`config.mk`:
```
export PLATFORM = sky130hd
export DESIGN_NAME = card_hand_display
export DESIGN_NICKNAME = d
export VERILOG_FILES = /design/src/rtl/card_pkg.sv /design/src/rtl/card_seg_decode.sv /design/src/rtl/card_hand_display.sv
export SDC_FILE = /design/constraint.sdc
export NUM_CORES = 1
export LEC_CHECK = 0
export ABC_AREA = 1
export BUFFER_PORTS_ARGS = -buffer_cell sky130_fd_sc_hd__buf_2
export CAP_MARGIN = 20
export CORE_UTILIZATION = 40
export DETAILED_ROUTE_END_ITERATION = 16
export PLACE_DENSITY_LB_ADDON = 0.05
export SETUP_SLACK_MARGIN = 0.15
export SLEW_MARGIN = 0
export SYNTH_ARGS = -nofsm -noshare
export SYNTH_HDL_FRONTEND = slang
export SYNTH_SLANG_ARGS = --single-unit
```
`constraint.sdc`:
```
create_clock -name clk -period 8.7 [get_ports clk]
set_input_delay 1.74 -clock clk [delete_from_list [all_inputs] [get_ports clk]]
set_output_delay 1.74 -clock clk [all_outputs]
set_load 0.05 [all_outputs]
```
`src/rtl/card_pkg.sv`:
```
// Shared types and lookup functions for the baccarat hand display: rank encoding,
// seven-segment patterns (active-low, bit order g..a) and card point values.
package card_pkg;

    typedef logic [3:0] rank_t;

    localparam rank_t RANK_EMPTY = 4'd0;
    localparam rank_t RANK_A     = 4'd1;
    localparam rank_t RANK_9     = 4'd9;
    localparam rank_t RANK_10    = 4'd10;
    localparam rank_t RANK_J     = 4'd11;
    localparam rank_t RANK_Q     = 4'd12;
    localparam rank_t RANK_K     = 4'd13;

    localparam logic [6:0] SEG_BLANK = 7'b1111111;
    localparam logic [6:0] SEG_ZERO  = 7'b1000000;

    typedef enum logic {
        PHASE_OFF = 1'b0,
        PHASE_ON  = 1'b1
    } phase_e;

    function automatic logic [6:0] card_seg(input rank_t rank);
        logic [6:0] seg;
        case (rank)
            RANK_A:  seg = 7'b0001000;
            4'd2:    seg = 7'b0100100;
            4'd3:    seg = 7'b0110000;
            4'd4:    seg = 7'b0011001;
            4'd5:    seg = 7'b0010010;
            4'd6:    seg = 7'b0000010;
            4'd7:    seg = 7'b1111000;
            4'd8:    seg = 7'b0000000;
            RANK_9:  seg = 7'b0010000;
            RANK_10: seg = 7'b1000000;
            RANK_J:  seg = 7'b1100001;
            RANK_Q:  seg = 7'b0011000;
            RANK_K:  seg = 7'b0001001;
            default: seg = SEG_BLANK;
        endcase
        return seg;
    endfunction

    function automatic logic [6:0] score_seg(input logic [3:0] digit);
        logic [6:0] seg;
        case (digit)
            4'd0:    seg = SEG_ZERO;
            4'd1:    seg = 7'b1111001;
            4'd2:    seg = 7'b0100100;
            4'd3:    seg = 7'b0110000;
            4'd4:    seg = 7'b0011001;
            4'd5:    seg = 7'b0010010;
            4'd6:    seg = 7'b0000010;
            4'd7:    seg = 7'b1111000;
            4'd8:    seg = 7'b0000000;
            4'd9:    seg = 7'b0010000;
            default: seg = SEG_BLANK;
        endcase
        return seg;
    endfunction

    // Tens and court cards score zero in baccarat, as do empty slots.
    function automatic logic [3:0] card_value(input rank_t rank);
        return (rank >= RANK_A && rank <= RANK_9) ? rank : 4'd0;
    endfunction

endpackage

```
`src/rtl/card_seg_decode.sv`:
```
// Combinational rank-to-segment decoder for a single card digit.
module card_seg_decode
    import card_pkg::*;
(
    input  logic [3:0] rank_i,
    output logic [6:0] seg_o
);

    assign seg_o = card_seg(rank_i);

endmodule

```
`src/rtl/card_hand_display.sv`:
```
// Display bank for one baccarat hand: slot registers, per-slot card digits with
// blinking of the last dealt card, and a registered score digit.
module card_hand_display
    import card_pkg::*;
#(
    parameter  int NUM_SLOTS    = 3,
    parameter  int BLINK_PERIOD = 25_000_000,
    localparam int SLOT_W       = (NUM_SLOTS > 1) ? $clog2(NUM_SLOTS) : 1
) (
    input  logic                   clk,
    input  logic                   resetb,
    input  logic                   clear,
    input  logic                   load_valid,
    input  logic [SLOT_W-1:0]      load_slot,
    input  logic [3:0]             load_card,
    input  logic                   blink_en,
    output logic [NUM_SLOTS*7-1:0] hex_out,
    output logic [3:0]             score,
    output logic [6:0]             score_hex,
    output logic                   full
);

    localparam int CNT_W = (BLINK_PERIOD > 2) ? $clog2(BLINK_PERIOD) : 1;

    rank_t                  slot_q [NUM_SLOTS];
    rank_t                  slot_d [NUM_SLOTS];
    logic [SLOT_W-1:0]      last_slot_q, last_slot_d;
    logic [CNT_W-1:0]       cnt_q, cnt_d;
    phase_e                 phase_q, phase_d;
    logic [NUM_SLOTS*7-1:0] hex_q, hex_d;
    logic [3:0]             score_q, score_d;
    logic [6:0]             score_hex_q, score_hex_d;
    logic                   full_q, full_d;

    logic [6:0]             seg [NUM_SLOTS];
    logic [NUM_SLOTS-1:0]   slot_full;
    logic [6:0]             value_sum;
    logic                   in_range;
    logic                   accept;

    // Widened by one bit so NUM_SLOTS itself is representable in the compare.
    assign in_range = {1'b0, load_slot} < (SLOT_W + 1)'(NUM_SLOTS);
    assign accept   = load_valid && !clear && in_range;

    for (genvar gi = 0; gi < NUM_SLOTS; gi++) begin : g_slot
        assign slot_d[gi] = clear ? RANK_EMPTY :
                            (accept && load_slot == SLOT_W'(gi)) ? load_card :
                            slot_q[gi];

        card_seg_decode u_decode (
            .rank_i (slot_q[gi]),
            .seg_o  (seg[gi])
        );

        assign slot_full[gi] = (slot_q[gi] >= RANK_A) && (slot_q[gi] <= RANK_K);

        assign hex_d[gi*7 +: 7] =
            (blink_en && phase_q == PHASE_OFF && last_slot_q == SLOT_W'(gi)) ?
            SEG_BLANK : seg[gi];
    end

    always_comb begin
        value_sum = '0;
        for (int i = 0; i < NUM_SLOTS; i++) begin
            value_sum = value_sum + {3'b000, card_value(slot_q[i])};
        end
    end

    assign score_d     = 4'(value_sum % 7'd10);
    assign score_hex_d = score_seg(score_d);
    assign full_d      = &slot_full;

    // Any accepted load restarts the ON half-period so the new card shows at once.
    always_comb begin
        cnt_d       = cnt_q;
        phase_d     = phase_q;
        last_slot_d = last_slot_q;
        if (clear) begin
            cnt_d       = '0;
            phase_d     = PHASE_ON;
            last_slot_d = '0;
        end else if (accept) begin
            cnt_d       = '0;
            phase_d     = PHASE_ON;
            last_slot_d = load_slot;
        end else if (cnt_q == CNT_W'(BLINK_PERIOD - 1)) begin
            cnt_d   = '0;
            phase_d = (phase_q == PHASE_ON) ? PHASE_OFF : PHASE_ON;
        end else begin
            cnt_d = cnt_q + CNT_W'(1);
        end
    end

    always_ff @(posedge clk or negedge resetb) begin
        if (!resetb) begin
            for (int i = 0; i < NUM_SLOTS; i++) begin
                slot_q[i] <= RANK_EMPTY;
            end
            last_slot_q <= '0;
            cnt_q       <= '0;
            phase_q     <= PHASE_ON;
            hex_q       <= '1;
            score_q     <= '0;
            score_hex_q <= SEG_ZERO;
            full_q      <= 1'b0;
        end else begin
            for (int i = 0; i < NUM_SLOTS; i++) begin
                slot_q[i] <= slot_d[i];
            end
            last_slot_q <= last_slot_d;
            cnt_q       <= cnt_d;
            phase_q     <= phase_d;
            hex_q       <= hex_d;
            score_q     <= score_d;
            score_hex_q <= score_hex_d;
            full_q      <= full_d;
        end
    end

    assign hex_out   = hex_q;
    assign score     = score_q;
    assign score_hex = score_hex_q;
    assign full      = full_q;

endmodule
```
==> metrics.md, run 1 <==
| Metric | Value |
|---|---|
| Status | completed |
| Unrepaired setup endpoints after global routing | no |
| Post-synth top area share | ~29% |
| Cells after Synth | approximately 510 |
| Synthesized area per cell | 8.47 um2 |
| Nets@finish | just under 600 |
| Post-synthesis sequential area ratio | a little over two fifths |
| FF-to-FF Start | slot_q[1] |
| Total global-route track usage | between 10% and 20% |
| Iteration-0 DRC Markers | roughly 180 |
| Count of cell types in the netlist | 45 |
| Reg2Reg Capture Point | score_hex[3] |
| Die area | approximately 0.011 mm2 |
| Cell Rows | 37 |
| Number of synthesized flops with an enable pin | 0 |
| Share of cells above drive strength 1 | between 20% and 30% |
| Cell Area, Synth | about 0.0043 mm2 |
| R2R setup slack | about 3400 ps |
| Post-route DRC | 0 |
| Critical Path Max Stage Delay | ~550 ps |
| Routed len/inst | 13.2 um |
| PD cells | around 180 mW/mm2 |
| Slew HR | between 30% and 40% |
| Setup TNS | 0 ps |
| Grt ovf | 0 |
| Asr flop ratio synth | 100% |
| Layout filler cell count | between 1000 and 1500 |
| CTS tree | yes |
| Setup CP Type | reg2reg |
| Tot Pwr | approximately 0.86 mW |
| Crit path launch type | flip-flop |
| Final slew viol count | 0 |
| Worst IR Drop VDD | roughly 0.12 mV |
| Worst path required time | 8930 ps |
| Clk_skew | 19.0 ps |
| Synthesized flop and latch total | 73 |
| Max cap viols | 0 |
| Layout area overhead | 12.5% |
| Synth top cells by count | inv_1, nand2_1, dfrtp_1, nor2_1, nand3_1 |
| Slowest-stage cell, CP | fa_1 |
| Cell taking the most area after synthesis | dfrtp_1 |
| I/O pin cnt | 44 |
| Combinational share of power | 26.3% |
| Worst-Margin Slew | 902 ps |
| CP Data Arrival Time | around 5500 ps |
| Clock power share | between 20 and 30% |
| Die width | ~110 um |
| Initial core utilization | between 40 and 50% |
| Multi-input gate area | around 0.0021 mm2 |
| Port bufs | 43 |
| First-pass GRT wire length | 15800 um |
| P_sw | about 0.32 mW |
| Synth warnings | 0 |
| Clk slew on worst S/H paths | 80 ps |
| Ys flop type | dfrtp_1 |
| Total core area | ~0.010 mm2 |
| Hpwl dp | just under 7000 um |
| Clk Tree Root Cell | clkbuf_8 |
| Post-CTS Setup Bufs | 0 |
| Initial antenna violation count | 0 |
| # setup viols final | 0 |
| Static Leak | approximately 2.3 nW |
| Worst Setup SP | slot_q[1] |
| R2R depth | 33 |
| Vias per cell | between 5 and 6 |
| Top area cells in the synthesized netlist | dfrtp_1, dfstp_2, inv_1 |
| Post-Syn Nets | around 550 |
| CTS H-tree lvls | 3 |
| Max Freq | about 190 MHz |
| Worst skew pair latency | about 350 ps |
| Total CTS buffers | 9 |
| WL final | a little over 9000 um |
| Reg power frac | between 40% and 50% |
| Internal Power | 0.545 mW |
| Reg area | 0.00186 mm2 |
| CTS Sinks | 73 |
| Cells resized by post-CTS repair | 0 |
| DR pass1 iterations | 5 |
| Crit Path Max Fanout | 6 |
| Hold Fails Final Rpt | 0 |
| Fin crit share | about three fifths |
| Antenna violation net count after detailed routing | 0 |
| Largest net degree at the start of global routing | between 70 and 80 |
| Routed vias | 3487 |
| Hold WC Path Type | reg2reg |
| Critical path endpoint | score_hex[3] |
| Net Sw Frac | a little over a third |
| Post-CTS Hold Buffers | 0 |
| Clock tree buffer depth | 2 |
| Ant diodes | 0 |
| Cell with the most instances on the worst path | nand2_1 |
| GPL Wtd Cong | between 0.8 and 0.9 |
| Fin crit period | approximately 5300 ps |
| Die span in y | approximately 110 um |
| CP Capture Type | flip-flop |
| Vias in the first global route | approximately 3400 |
-- worst max-delay path, delay by kind of cell (launching register included) --
| kind | cells | cell delay, ps |
|---|---|---|
| xor gates and xnor gates | 1 | 330 |
| adders and majority gates | 7 | 2120 |
| buffers and inverters | 6 | 560 |
| DFF | 1 | 460 |
| and+or+nand+nor | 19 | 1700 |
-- logic make-up after synthesis --
| group | share of synthesized area, % |
|---|---|
| adder cells (fa/ha/maj) | 8.74 |
| XOR/XNOR | 0.583 |
| flip-flops | 43.2 |
| buffers and inverters | 8.24 |
| AND/OR/NAND/NOR | 25.8 |
| AO/OA/AOI/OAI | 13.5 |
-- layout make-up --
| class | count | share of cell area [%] |
|---|---|---|
| inverters | 85 | 6.70 |
| multi-input cells | 341 | 43.2 |
| flip-flops and latches | 73 | 38.4 |
| clock inverters | 5 | 0.802 |
| well taps | 136 | 3.52 |
| clock buffers | 11 | 2.93 |
| repair buffers | 43 | 4.50 |
-- state kept, by name, indices dropped and copies added (netlist names) --
| register | flops |
|---|---|
| cnt_q | 25 |
| full | 1 |
| score | 4 |
| last_slot_q | 2 |
| score_hex | 7 |
| phase_q | 1 |
| slot_q | 12 |
| hex_out | 21 |
-- power groups by stage --
stage | Sequential [mW] | Combinational [mW] | Clock (mW)
final | 0.388 | 0.226 | 0.247
after global routing | 0.391 | 0.246 | 0.273
after CTS | 0.388 | 0.229 | 0.257
after detailed placement | 0.394 | 0.228 | 0
after global placement | 0.394 | 0.227 | 0
after floorplan | 0.478 | 0.0919 | 0
-- layer usage --
layer,up-vias,part of all wire [%],routed length (um),global-route usage [%]
met4,0,0.79,72,5.65
li1,1773,-,-,-
met2,74,47,4290,28.8
met3,6,3.2,293,3.15
met1,1634,49,4500,24.2
met5,-,0,0,0
-- how the worst min path moves through the flow --
| stage | from | end | cells past startpoint |
|---|---|---|---|
| 2_1_floorplan | cnt_q[24] | cnt_q[24] | 1 |
| 3_3_place_gp | cnt_q[24] | cnt_q[24] | 1 |
| 3_5_place_dp | cnt_q[24] | cnt_q[24] | 1 |
| 4_1_cts | cnt_q[24] | cnt_q[24] | 1 |
| 5_1_grt | cnt_q[0] | cnt_q[0] | 1 |
| 6_report | cnt_q[24] | cnt_q[24] | 1 |
-- cell usage in the layout, fill, tap and decap left out, drive strengths merged, types with 2 or more instances in the layout --
master,synthesis,final
nor4,4,4
ha,22,22
o2111ai,6,6
dfstp,23,23
o21ai,26,26
nand3,44,44
xnor2,2,2
nand2,101,101
nor3,15,15
fa,5,5
clkinv,1,4
a21oi,23,23
o21a,3,3
dfrtp,50,50
o31ai,2,2
o22ai,16,16
a31oi,4,4
clkbuf,8,11
buf,0,43
o211ai,7,7
inv,84,85
nand4,7,7
nand3b,2,2
nor2,45,45
-- through the flow --
stage	setup WS, ps	cell area (um2)	utilization (%)	hold slack, ps	instances
final	3400	4830	46.6	460	694
after global routing	2810	4830	46.6	485	694
after CTS	3380	4830	46.6	465	694
after detailed placement	3400	4650	44.9	453	678
after global placement	3530	4650	44.9	448	678
after floorplan	3930	4300	-	425	507
(Power assumes the default switching activity.)
==> inputs of run 2 (changes only) <==
- ABC_AREA: 1 -> 0
- clock period: 8.7 -> 4.8 ns (I/O delays scaled with it)
==> run 2 against run 1 <==
  * The flow now finishes with violations (negative setup slack)
  * Non-clock buffer count rose by 91
  * Sequential power is 76% higher
  * Critical path depth decreased by 6
  * Fmax grew 4.6%
  * Final cell count increased by 12%
  * Hold slack improved by 32 ps
  * First-iteration DRC count grew 1.1%
  * Critical path type unchanged
  * Critical endpoint is now score_hex[6]
==> metrics.md, run 2 <==
| Metric | Value |
|---|---|
| Clock power share | 36.9% (was 28.7%) |
| Count leader, synth | nor2_1 |
| Vias in the first global route | 3948 (was 3364) |
| CTS tree | yes (unchanged) |
| Worst IR Drop VDD | 0.332 mV (was 0.115 mV) |
| Fin crit period | 5070 ps (was 5300 ps) |
| Cell Rows | 38 (was 37) |
| Worst hold margin | 492 ps (was 460 ps) |
| Total global-route track usage | 20.2% (was 17.8%) |
| Combinational share of power | 24.9% (was 26.3%) |
| Share of cells above drive strength 1 | 38.3% (was 22.9%) |
| Initial antenna violation count | 0 (unchanged) |
| Clk slew on worst S/H paths | 60 ps (was 80 ps) |
| DRT met1 WL | 5230 um (was 4500 um) |
| Top sig layer | met4 (unchanged) |
| Worst skew pair latency | 330 ps (was 350 ps) |
| Number of flip-flops in the largest register | 25 (unchanged) |
| Cells after Synth | 508 (was 507) |
| CTS Sinks | 73 (unchanged) |
| # setup viols final | 7 (was 0) |
| Post-CTS Hold Buffers | 0 (unchanged) |
| Worst setup margin | -268 ps (was 3400 ps) |
| Worst path required time | 5060 ps (was 8930 ps) |
| GPL Wtd Cong | 0.819 (was 0.808) |
| Ant diodes | 0 (unchanged) |
| Ys flop type | dfrtp_1 (unchanged) |
| Post-route DRC | 0 (unchanged) |
| Routed len/inst | 14.2 um (was 13.2 um) |
| Largest net degree at the start of global routing | 74 (unchanged) |
| First-pass GRT wire length | 18900 um (was 15800 um) |
| Antenna violation net count after detailed routing | 0 (unchanged) |
| Hold WC Path Type | reg2reg (unchanged) |
| Clk_skew | 8.80 ps (was 19.0 ps) |
| I/O pin cnt | 44 (unchanged) |
| Unrepaired setup endpoints after global routing | yes (was no) |
| Die area | 0.0119 mm2 (was 0.0112 mm2) |
| Reg area | 0.00186 mm2 (about the same) |
| Status | complete, but fails checks (was completed) |
| Setup CP Type | reg2reg (unchanged) |
| Cell area after placement | 0.00568 mm2 (was 0.00465 mm2) |
| Total CTS buffers | 9 (unchanged) |
| Internal Power | 1.23 mW (was 0.545 mW) |
| Port bufs | 43 (unchanged) |
| Post-synthesis sequential area ratio | 40.3% (was 43.2%) |
| Synth warnings | 0 (unchanged) |
| Routed vias | 4018 (was 3487) |
| Leading cell type in the layout, fill and taps excluded | buf_4 |
| Worst-Margin Slew | 907 ps (was 902 ps) |
| Final slew viol count | 0 (unchanged) |
| Asr flop ratio synth | 100% (unchanged) |
| Routed met3 length | 337 um (was 293 um) |
| Clk Tree Root Cell | clkbuf_16 (was clkbuf_8) |
| Post-synth top area share | 27.2% (was 29.1%) |
| CP Capture Type | flip-flop (unchanged) |
| DR pass1 iterations | 4 (was 5) |
| Hpwl dp | 8090 um (was 6790 um) |
| Count of cell types in the netlist | 79 (was 45) |
| Slew HR | 39.5% (was 39.7%) |
| Grt ovf | 0 (unchanged) |
| Total core area | 0.0110 mm2 (was 0.0104 mm2) |
| Crit Path Max Fanout | 5 (was 6) |
| Synth top cells by count | nor2_1, nand2_1, dfrtp_1, nand3_1 (was inv_1, nand2_1, dfrtp_1, nor2_1, nand3_1) |
| Number of synthesized flops with an enable pin | 0 (unchanged) |
| CTS H-tree lvls | 3 (unchanged) |
| Synthesized area per cell | 9.06 um2 (was 8.47 um2) |
| CP Data Arrival Time | 5320 ps (was 5540 ps) |
| Cell taking the most area after synthesis | dfrtp_1 (unchanged) |
| Post-Syn Nets | 546 (was 545) |
| Cell Area, Synth | 0.00460 mm2 (was 0.00430 mm2) |
| Failing checks | negative setup slack |
| Fin crit share | 106% (was 60.9%) |
| Max Freq | 197 MHz (was 189 MHz) |
| Design area | 0.00616 mm2 (was 0.00483 mm2) |
| Net Sw Frac | 31.3% (was 36.6%) |
| Hold Fails Final Rpt | 0 (unchanged) |
| Top area cells in the synthesized netlist | dfrtp_1, dfstp_2, ha_1 (was dfrtp_1, dfstp_2, inv_1) |
| Initial core utilization | 41.7% (was 41.4%) |
| Clock tree buffer depth | 2 (unchanged) |
| PD cells | 290 mW/mm2 (was 178 mW/mm2) |
| Multi-input gate area | 0.00279 mm2 (was 0.00209 mm2) |
| Vias per cell | 5.19 (was 5.02) |
| WL final | 11000 um (was 9150 um) |
| Nets@finish | 667 (was 591) |
| Reg power frac | 38.2% (was 45.0%) |
| Synthesized flop and latch total | 73 (unchanged) |
| Crit path launch type | flip-flop (unchanged) |
| Static Leak | 2.67 nW (was 2.32 nW) |
| Routed met2 length | 5290 um (was 4290 um) |
| Register with the most flip-flops | cnt_q (unchanged) |
| Layout area overhead | 33.7% (was 12.5%) |
| Max cap viols | 0 (unchanged) |
| Layout filler cell count | 994 (was 1041) |
| Die span in y | 109 um (was 106 um) |
| Commonest non-fill, non-tap cells in the layout | buf_4, nor2_1, nand2_1 (was inv_1, nand2_1, dfrtp_1) |
| Die width | 109 um (was 106 um) |
| Iteration-0 DRC Markers | 184 (was 182) |
| P_sw | 0.559 mW (was 0.315 mW) |
## run 2: changes by cell type after synthesis, moves of 7 or more
cell	change
o22ai_1	-12
and3_1	+7
nand3_1	-7
nand2_2	-14
nand2_1	-21
inv_1	-54
clkbuf_1	+10
nor2_1	+21
xor2_1	+18
## run 2: kinds of logic after synthesis
logic type | after synthesis | synth area share (%)
muxes | 7 | 1.55
and+or+nand+nor | 218 | 23.6
AOI/OAI and AO/OA | 104 | 16.1
DFF | 73 | 40.3
xor gates and xnor gates | 26 | 5.35
buffers and inverters | 53 | 4.92
adders and majority gates | 27 | 8.15
## run 2: power by group through the flow
stage | Sequential [mW] | Combinational [mW] | Clock (mW)
after floorplan | 0.817 | 0.164 | 0
after global placement | 0.692 | 0.421 | 0
after detailed placement | 0.693 | 0.423 | 0
after CTS | 0.683 | 0.445 | 0.678
after global routing | 0.686 | 0.483 | 0.701
final | 0.682 | 0.445 | 0.659
## run 2: area by class of cell
| cell class | count | share of cell area [%] |
|---|---|---|
| inverter | 29 | 1.97 |
| timing repair buffer | 134 | 14.8 |
| clock inverter | 7 | 1.12 |
| multi-input combinational | 382 | 45.4 |
| sequential | 73 | 30.2 |
| tap | 140 | 2.85 |
| clock buffer | 9 | 3.66 |
## run 2: path summary, 6_finish.rpt
| path | from | end | slack (ps) | cells past startpoint |
|---|---|---|---|---|
| worst max-delay path | slot_q[0] | score_hex[6] | -270 | 27 |
| worst min-delay path | cnt_q[0] | cnt_q[0] | 490 | 1 |
| worst max register to register | slot_q[0] | score_hex[6] | -270 | 27 |
| worst min register to register | cnt_q[0] | cnt_q[0] | 490 | 1 |
| max in group asynchronous | resetb | slot_q[4] | 3390 | 1 |
| min in group asynchronous | resetb | cnt_q[21] | 750 | 1 |
## run 2: routing by layer
metal	vias to the layer above	global-route usage, %
li1	2028	-
met1	1909	26.6
met2	68	33.9
met3	13	4.00
met4	0	5.24
met5	-	0
## run 2: what timing repair did
item | 4_1_cts | 5_1_grt
pin swaps | 24 | 5
gates cloned | 0 | 0
gates resized for setup | 25 | 1
setup endpoints to repair | 10 | 10
setup buffers | 7 | 2
## run 2: stage by stage
stage | utilization (%) | instances | setup slack [ps] | total power [mW] | TNS, ps
2_1_floorplan | - | 508 | -608 | 0.982 | -3560
3_3_place_gp | 51.5 | 749 | -295 | 1.11 | -1620
3_5_place_dp | 51.5 | 749 | -447 | 1.12 | -2820
4_1_cts | 55.7 | 772 | -297 | 1.81 | -1220
5_1_grt | 55.8 | 774 | -507 | 1.87 | -3250
6_report | 55.8 | 774 | -268 | 1.79 | -1070
## run 2: worst max-delay path, cell delays in order, from the launching register on
cell       delay [ps]
dfrtp_2           420
inv_4              70
ha_4              160
nor2_4             90
o21ai_2            80
and3_4            180
fa_1              510
ha_2              190
inv_2              40
fa_2              390
xnor2_4           210
buf_4             130
buf_4             120
a31oi_1            80
o311a_1           330
a211o_1           260
a31oi_2           170
inv_2              80
ha_4              180
inv_2              60
o2111ai_4         110
o211a_4           280
nand3_4            70
nand2_4            60
ha_4              170
and4_1            140
a31o_1            190
a211o_1           230
